--- src/rtl/storage_access_arbiter.sv ---
// storage_access_arbiter: round-robin, burst-bounded arbiter that owns a shared storage register
module storage_access_arbiter #(
  parameter int WIDTH     = 8,
  parameter int MAX_BURST = 4
) (
  input  logic             clk,
  input  logic             rst,
  input  logic             req0,
  input  logic             we0,
  input  logic [WIDTH-1:0] wdata0,
  output logic             gnt0,
  output logic             rvalid0,
  input  logic             req1,
  input  logic             we1,
  input  logic [WIDTH-1:0] wdata1,
  output logic             gnt1,
  output logic             rvalid1,
  output logic [WIDTH-1:0] rdata,
  output logic [WIDTH-1:0] store_q,
  output logic             busy
);
  localparam int CW = $clog2(MAX_BURST) + 1;
  localparam logic [CW-1:0] LAST = CW'(MAX_BURST - 1);
  typedef enum logic [1:0] {IDLE = 2'b00, OWN0 = 2'b01, OWN1 = 2'b10} state_t;
  state_t           r_state, w_next;
  logic [CW-1:0]    r_cnt;
  logic             r_last, r_rvalid0, r_rvalid1;
  logic [WIDTH-1:0] r_store, r_rdata;
  logic             w_acc0, w_acc1;
  assign w_acc0 = (r_state == OWN0) && req0;
  assign w_acc1 = (r_state == OWN1) && req1;
  // counter holds at LAST so a late contender is switched in on the owner's next access
  always_comb begin
    w_next = (r_state == OWN0) ? (!req0 ? (req1 ? OWN1 : IDLE) : (req1 && r_cnt == LAST) ? OWN1 : OWN0)
           : (r_state == OWN1) ? (!req1 ? (req0 ? OWN0 : IDLE) : (req0 && r_cnt == LAST) ? OWN0 : OWN1)
           : (req0 && req1)    ? (r_last ? OWN0 : OWN1)
           : req0 ? OWN0 : req1 ? OWN1 : IDLE;
  end
  always_ff @(posedge clk or posedge rst) begin
    if (rst) begin
      r_state   <= IDLE;
      r_cnt     <= '0;
      r_last    <= 1'b1;
      r_store   <= '0;
      r_rdata   <= '0;
      r_rvalid0 <= 1'b0;
      r_rvalid1 <= 1'b0;
    end else begin
      r_state   <= w_next;
      r_cnt     <= (w_next != r_state) ? '0 : ((w_acc0 || w_acc1) && r_cnt != LAST) ? r_cnt + CW'(1) : r_cnt;
      r_last    <= (w_next == OWN0) ? 1'b0 : (w_next == OWN1) ? 1'b1 : r_last;
      r_store   <= (w_acc0 && we0) ? wdata0 : (w_acc1 && we1) ? wdata1 : r_store;
      r_rdata   <= ((w_acc0 && !we0) || (w_acc1 && !we1)) ? r_store : r_rdata;
      r_rvalid0 <= w_acc0 && !we0;
      r_rvalid1 <= w_acc1 && !we1;
    end
  end
  assign gnt0    = (r_state == OWN0);
  assign gnt1    = (r_state == OWN1);
  assign busy    = (r_state != IDLE);
  assign rvalid0 = r_rvalid0;
  assign rvalid1 = r_rvalid1;
  assign rdata   = r_rdata;
  assign store_q = r_store;
endmodule

--- config.mk ---
export PLATFORM = sky130hd
export DESIGN_NAME = storage_access_arbiter
export DESIGN_NICKNAME = d
export VERILOG_FILES = /design/src/rtl/storage_access_arbiter.sv
export SDC_FILE = /design/constraint.sdc
export NUM_CORES = 1
export LEC_CHECK = 0
export CORE_MARGIN = 8
export CORE_UTILIZATION = 30
export CTS_CLUSTER_DIAMETER = 120
export DETAILED_ROUTE_END_ITERATION = 8
export PLACE_DENSITY_LB_ADDON = 0.12
export SLEW_MARGIN = 20
export SYNTH_ARGS = -nofsm -noshare
export SYNTH_HDL_FRONTEND = slang
export SYNTH_SLANG_ARGS = --single-unit
--- constraint.sdc ---
create_clock -name clk -period 5.4 [get_ports clk]
set_clock_uncertainty 0.15 [all_clocks]
set_input_delay 1.08 -clock clk [delete_from_list [all_inputs] [get_ports clk]]
set_output_delay 1.08 -clock clk [all_outputs]
set_load 0.01 [all_outputs]
==> metrics.txt <==
# TYPE chip_impl_metric gauge
chip_impl_metric{name="wl_met2",unit="mm"} 1.31
chip_impl_metric{name="die_h",unit="um"} 77.7
chip_impl_metric{name="pwr_density",unit="nW/um^2"} 417
chip_impl_metric{name="dr_total_vias",unit=""} 884
chip_impl_metric{name="route.met3.wl",unit="um"} 222
chip_impl_info{name="setup.worst_path.end_class",value="flop"} 1
chip_impl_metric{name="timing.final.setup_violations",unit=""} 0
chip_impl_metric{name="power.combinational.fraction",unit="%"} 42.1
chip_impl_info{name="run_status",value="finished clean"} 1
chip_impl_metric{name="clk_pin_slew",unit="ps"} 80
chip_impl_metric{name="core_area",unit="sq um"} 3660
chip_impl_metric{name="finalHoldViolations",unit=""} 0
chip_impl_metric{name="drc",unit=""} 0
chip_impl_metric{name="fin_crit_sh",unit="%"} 56.6
chip_impl_metric{name="grt_pass1_vias",unit=""} 970
chip_impl_metric{name="numCtsBuffers",unit=""} 3
chip_impl_metric{name="period_minus_slack",unit="ps"} 3060
chip_impl_info{name="commonest_cells_after_routing_fill_and_taps_aside",value="clkdlybuf4s50_1, dfrtp_1, nor2_1"} 1
chip_impl_info{name="hold_path_startpoint",value="r_last$_DFFE_PP1P_"} 1
chip_impl_metric{name="detail_route.iter0.violations",unit=""} 20
chip_impl_metric{name="cap_viol_max_count",unit=""} 0
chip_impl_metric{name="clkPwrFrac",unit="%"} 15.4
chip_impl_info{name="rsz0062_at_grt",value="no"} 1
chip_impl_metric{name="drt-met1-wl",unit="mm"} 1.12
chip_impl_metric{name="core.rowCount",unit=""} 22
chip_impl_metric{name="routed_wirelength",unit="mm"} 2.66
chip_impl_metric{name="netlist_area",unit="sq um"} 1140
chip_impl_info{name="routed.top_layer",value="met4"} 1
chip_impl_metric{name="synth_warnings",unit=""} 0
chip_impl_metric{name="post_route_cells_drive_above_1_share",unit="%"} 14.9
chip_impl_metric{name="achievable-frequency",unit="MHz"} 327
chip_impl_metric{name="groute.usage.overall",unit="%"} 9.01
chip_impl_metric{name="area_growth",unit="%"} 44.7
chip_impl_metric{name="grt_remaining_overflow",unit=""} 0
chip_impl_metric{name="drv_slew",unit=""} 0
chip_impl_metric{name="maximum_number_of_pins_on_one_net_before_global_route_repair",unit=""} 25
chip_impl_metric{name="max_slew_margin",unit="%"} 39.5
chip_impl_metric{name="floorplan.initialDensity",unit="%"} 31.2
chip_impl_metric{name="tritoncts_num_sinks",unit=""} 24
chip_impl_metric{name="crit_path_max_incr_delay",unit="ps"} 630
chip_impl_metric{name="avgSynthCellArea",unit="sq um"} 11.8
chip_impl_info{name="criticalPathCategory",value="in2reg"} 1
chip_impl_metric{name="grt_pass1_wl",unit="mm"} 4.45
chip_impl_metric{name="grt_antenna_before_repair",unit=""} 0
chip_impl_metric{name="wire_per_inst",unit="um"} 14.1
chip_impl_metric{name="dpl.cell_count",unit=""} 185
chip_impl_metric{name="post_layout_nonfiller_instances",unit=""} 189
chip_impl_metric{name="synth-seq-area-share",unit="%"} 52.7
chip_impl_metric{name="p_seq_share",unit="%"} 42.5
chip_impl_metric{name="drt_pass1_iterations",unit=""} 4
chip_impl_info{name="cp_top_family",value="simple AND/OR/NAND/NOR gates"} 1
chip_impl_metric{name="irDropWorstVdd",unit="uV"} 208
chip_impl_metric{name="yosys.cell_types.count",unit=""} 27
chip_impl_metric{name="synth-seq-cells",unit=""} 24
chip_impl_metric{name="num_io_pins",unit=""} 43
chip_impl_metric{name="setup_total_negative_slack",unit="ps"} 0
chip_impl_info{name="tritoncts",value="yes"} 1
chip_impl_metric{name="switching_share",unit="%"} 30.6
chip_impl_info{name="cts.root.buffer_cell",value="clkbuf_8"} 1
chip_impl_metric{name="design.die.area",unit="sq um"} 6030
chip_impl_metric{name="worst_ep_arrival_time",unit="ps"} 3090
chip_impl_info{name="critical_path_launch_point",value="req0"} 1
chip_impl_metric{name="timing.critical_path.required",unit="ps"} 5440
chip_impl_metric{name="syn-num-nets",unit=""} 122
chip_impl_metric{name="cts_htree_levels",unit=""} 1
chip_impl_metric{name="crit_path_max_fanout",unit=""} 12
chip_impl_metric{name="internal_power",unit="uW"} 479
chip_impl_metric{name="detail_route.vias_per_cell",unit=""} 4.68
chip_impl_metric{name="cp.buffers_inverters",unit=""} 1
chip_impl_info{name="rr_startpoint",value="r_state[1]$_DFF_PP0_"} 1
chip_impl_metric{name="die_width",unit="um"} 77.7
chip_impl_metric{name="final_net_count",unit=""} 167
chip_impl_info{name="slowest_stage",value="clkdlybuf4s50_1"} 1
chip_impl_metric{name="place.gp.congestion",unit=""} 0.729
chip_impl_metric{name="clock_network_latency_to_the_later_pin_of_the_worst_skew_pair",unit="ps"} 260
chip_impl_info{name="path_cells",value="clkdlybuf4s50_1 > nand4b_1 > nand2_1 > nor2_1 > a21oi_1"} 1
chip_impl_metric{name="postCtsResizedCells",unit=""} 0
chip_impl_info{name="timing.critical_path.from_type",value="input pin"} 1
chip_impl_metric{name="leakage",unit="uW"} 0.000749
chip_impl_metric{name="placement.io_buffers",unit=""} 42
chip_impl_metric{name="ant_diodes",unit=""} 0
chip_impl_metric{name="ctsLongestPathBuffers",unit=""} 2
chip_impl_metric{name="timing_worst_slew_pin_value",unit="ps"} 907
chip_impl_metric{name="power.net_switching",unit="uW"} 211
chip_impl_metric{name="cts_hold_buf",unit=""} 0
chip_impl_metric{name="final_antenna_net_count",unit=""} 0
chip_impl_metric{name="post-cts-setup-buffer-count",unit=""} 0
chip_impl_info{name="hold_class",value="reg2reg"} 1
chip_impl_info{name="mostFrequentLayoutCell",value="clkdlybuf4s50_1"} 1
chip_impl_metric{name="hpwl_after_detailed_placement",unit="mm"} 2.10
chip_impl_metric{name="postSynthCellCount",unit=""} 97
==> area by class of cell <==
cell class                 count  area, sq um
tap                           48         60.1
timing repair buffer          42          420
inverter                       5         18.8
fill                         350         2010
sequential                    24          602
clock buffer                   4         45.0
multi-input combinational     66          505
==> logic make-up (layout without fill, tap and decap cells) <==
kind of cell / Yosys count / after routing / share of synthesized area, %
xor+xnor: 1 / 1 / 0.768
fa+ha+maj: 3 / 3 / 3.29
simple gates: 26 / 26 / 14.4
mux: 17 / 17 / 15.8
buf+inv: 7 / 51 / 2.96
flops: 24 / 24 / 52.7
compound gates: 19 / 19 / 10.1
==> power by group through the flow <==
stage                     clock [uW]  sequential, uW  combinational (uW)
after floorplan                    0             318                 106
after global placement             0             296                 292
after detailed placement           0             298                 297
after CTS                        111             295                 297
after global routing             115             304                 318
final                            106             293                 290
==> Yosys cell counts <==
master,n,area share (%)
o31ai_1,1,0.66
a211oi_1,1,0.66
o21ba_2,1,0.88
a31oi_1,1,0.55
buf_4,2,1.3
dfrtp_1,23,50
nand3b_4,2,3.5
nor2_4,1,0.99
nand2_1,3,0.99
inv_1,5,1.6
or2_2,1,0.55
and2b_2,1,0.77
ha_1,3,3.3
mux2_2,8,7.9
nor2_2,2,1.1
a21oi_2,1,0.77
mux2i_1,9,7.9
o211ai_1,1,0.66
nor3_1,1,0.44
a21oi_1,10,4.4
nand4b_1,2,1.5
xnor2_1,1,0.77
dfstp_2,1,2.3
nand2b_1,1,0.55
nor2_1,12,3.9
o21ai_0,2,0.88
o21a_1,1,0.66
==> sequential cells by signal, summed over array words and instances (netlist names) <==
register  cells
r_cnt         3
r_last        1
r_state       2
rdata         8
rvalid0       1
rvalid1       1
store_q       8
==> metrics by stage <==
stage                     total power [uW]  util, %  worst slack [ps]  cell area, sq um  hold slack (ps)
final                                  689     45.1              2340              1650              331
after global routing                   736     45.1              2130              1650              371
after CTS                              702     45.1              2360              1650              340
after detailed placement               594     43.9              2060              1610              329
after global placement                 588     43.9              2210              1610              324
after floorplan                        424        -              3390              1140              307
==> tightest hold or removal path: stages, from the launching register on <==
cell     delay, ps
dfstp_2        370
nand2_1         40
o21ai_0         70
==> routing by layer <==
layer | up-vias | track usage, %
li1 | 427 | -
met1 | 430 | 10.1
met2 | 25 | 15.0
met3 | 2 | 4.61
met4 | 0 | 1.70
met5 | - | 0
==> path summary, 6_finish.rpt <==
check,slack (ps),cells past startpoint,endpoint
max,2340,5,store_q[7]$_DFFE_PP0P_
min,330,2,r_last$_DFFE_PP1P_
min in group asynchronous,1170,2,rdata[1]$_DFFE_PP0P_
min reg2reg,330,2,r_last$_DFFE_PP1P_
max reg2reg,3240,4,store_q[7]$_DFFE_PP0P_
max in group asynchronous,3370,2,rdata[6]$_DFFE_PP0P_
No activity file was read; power rests on OpenSTA's default activity.
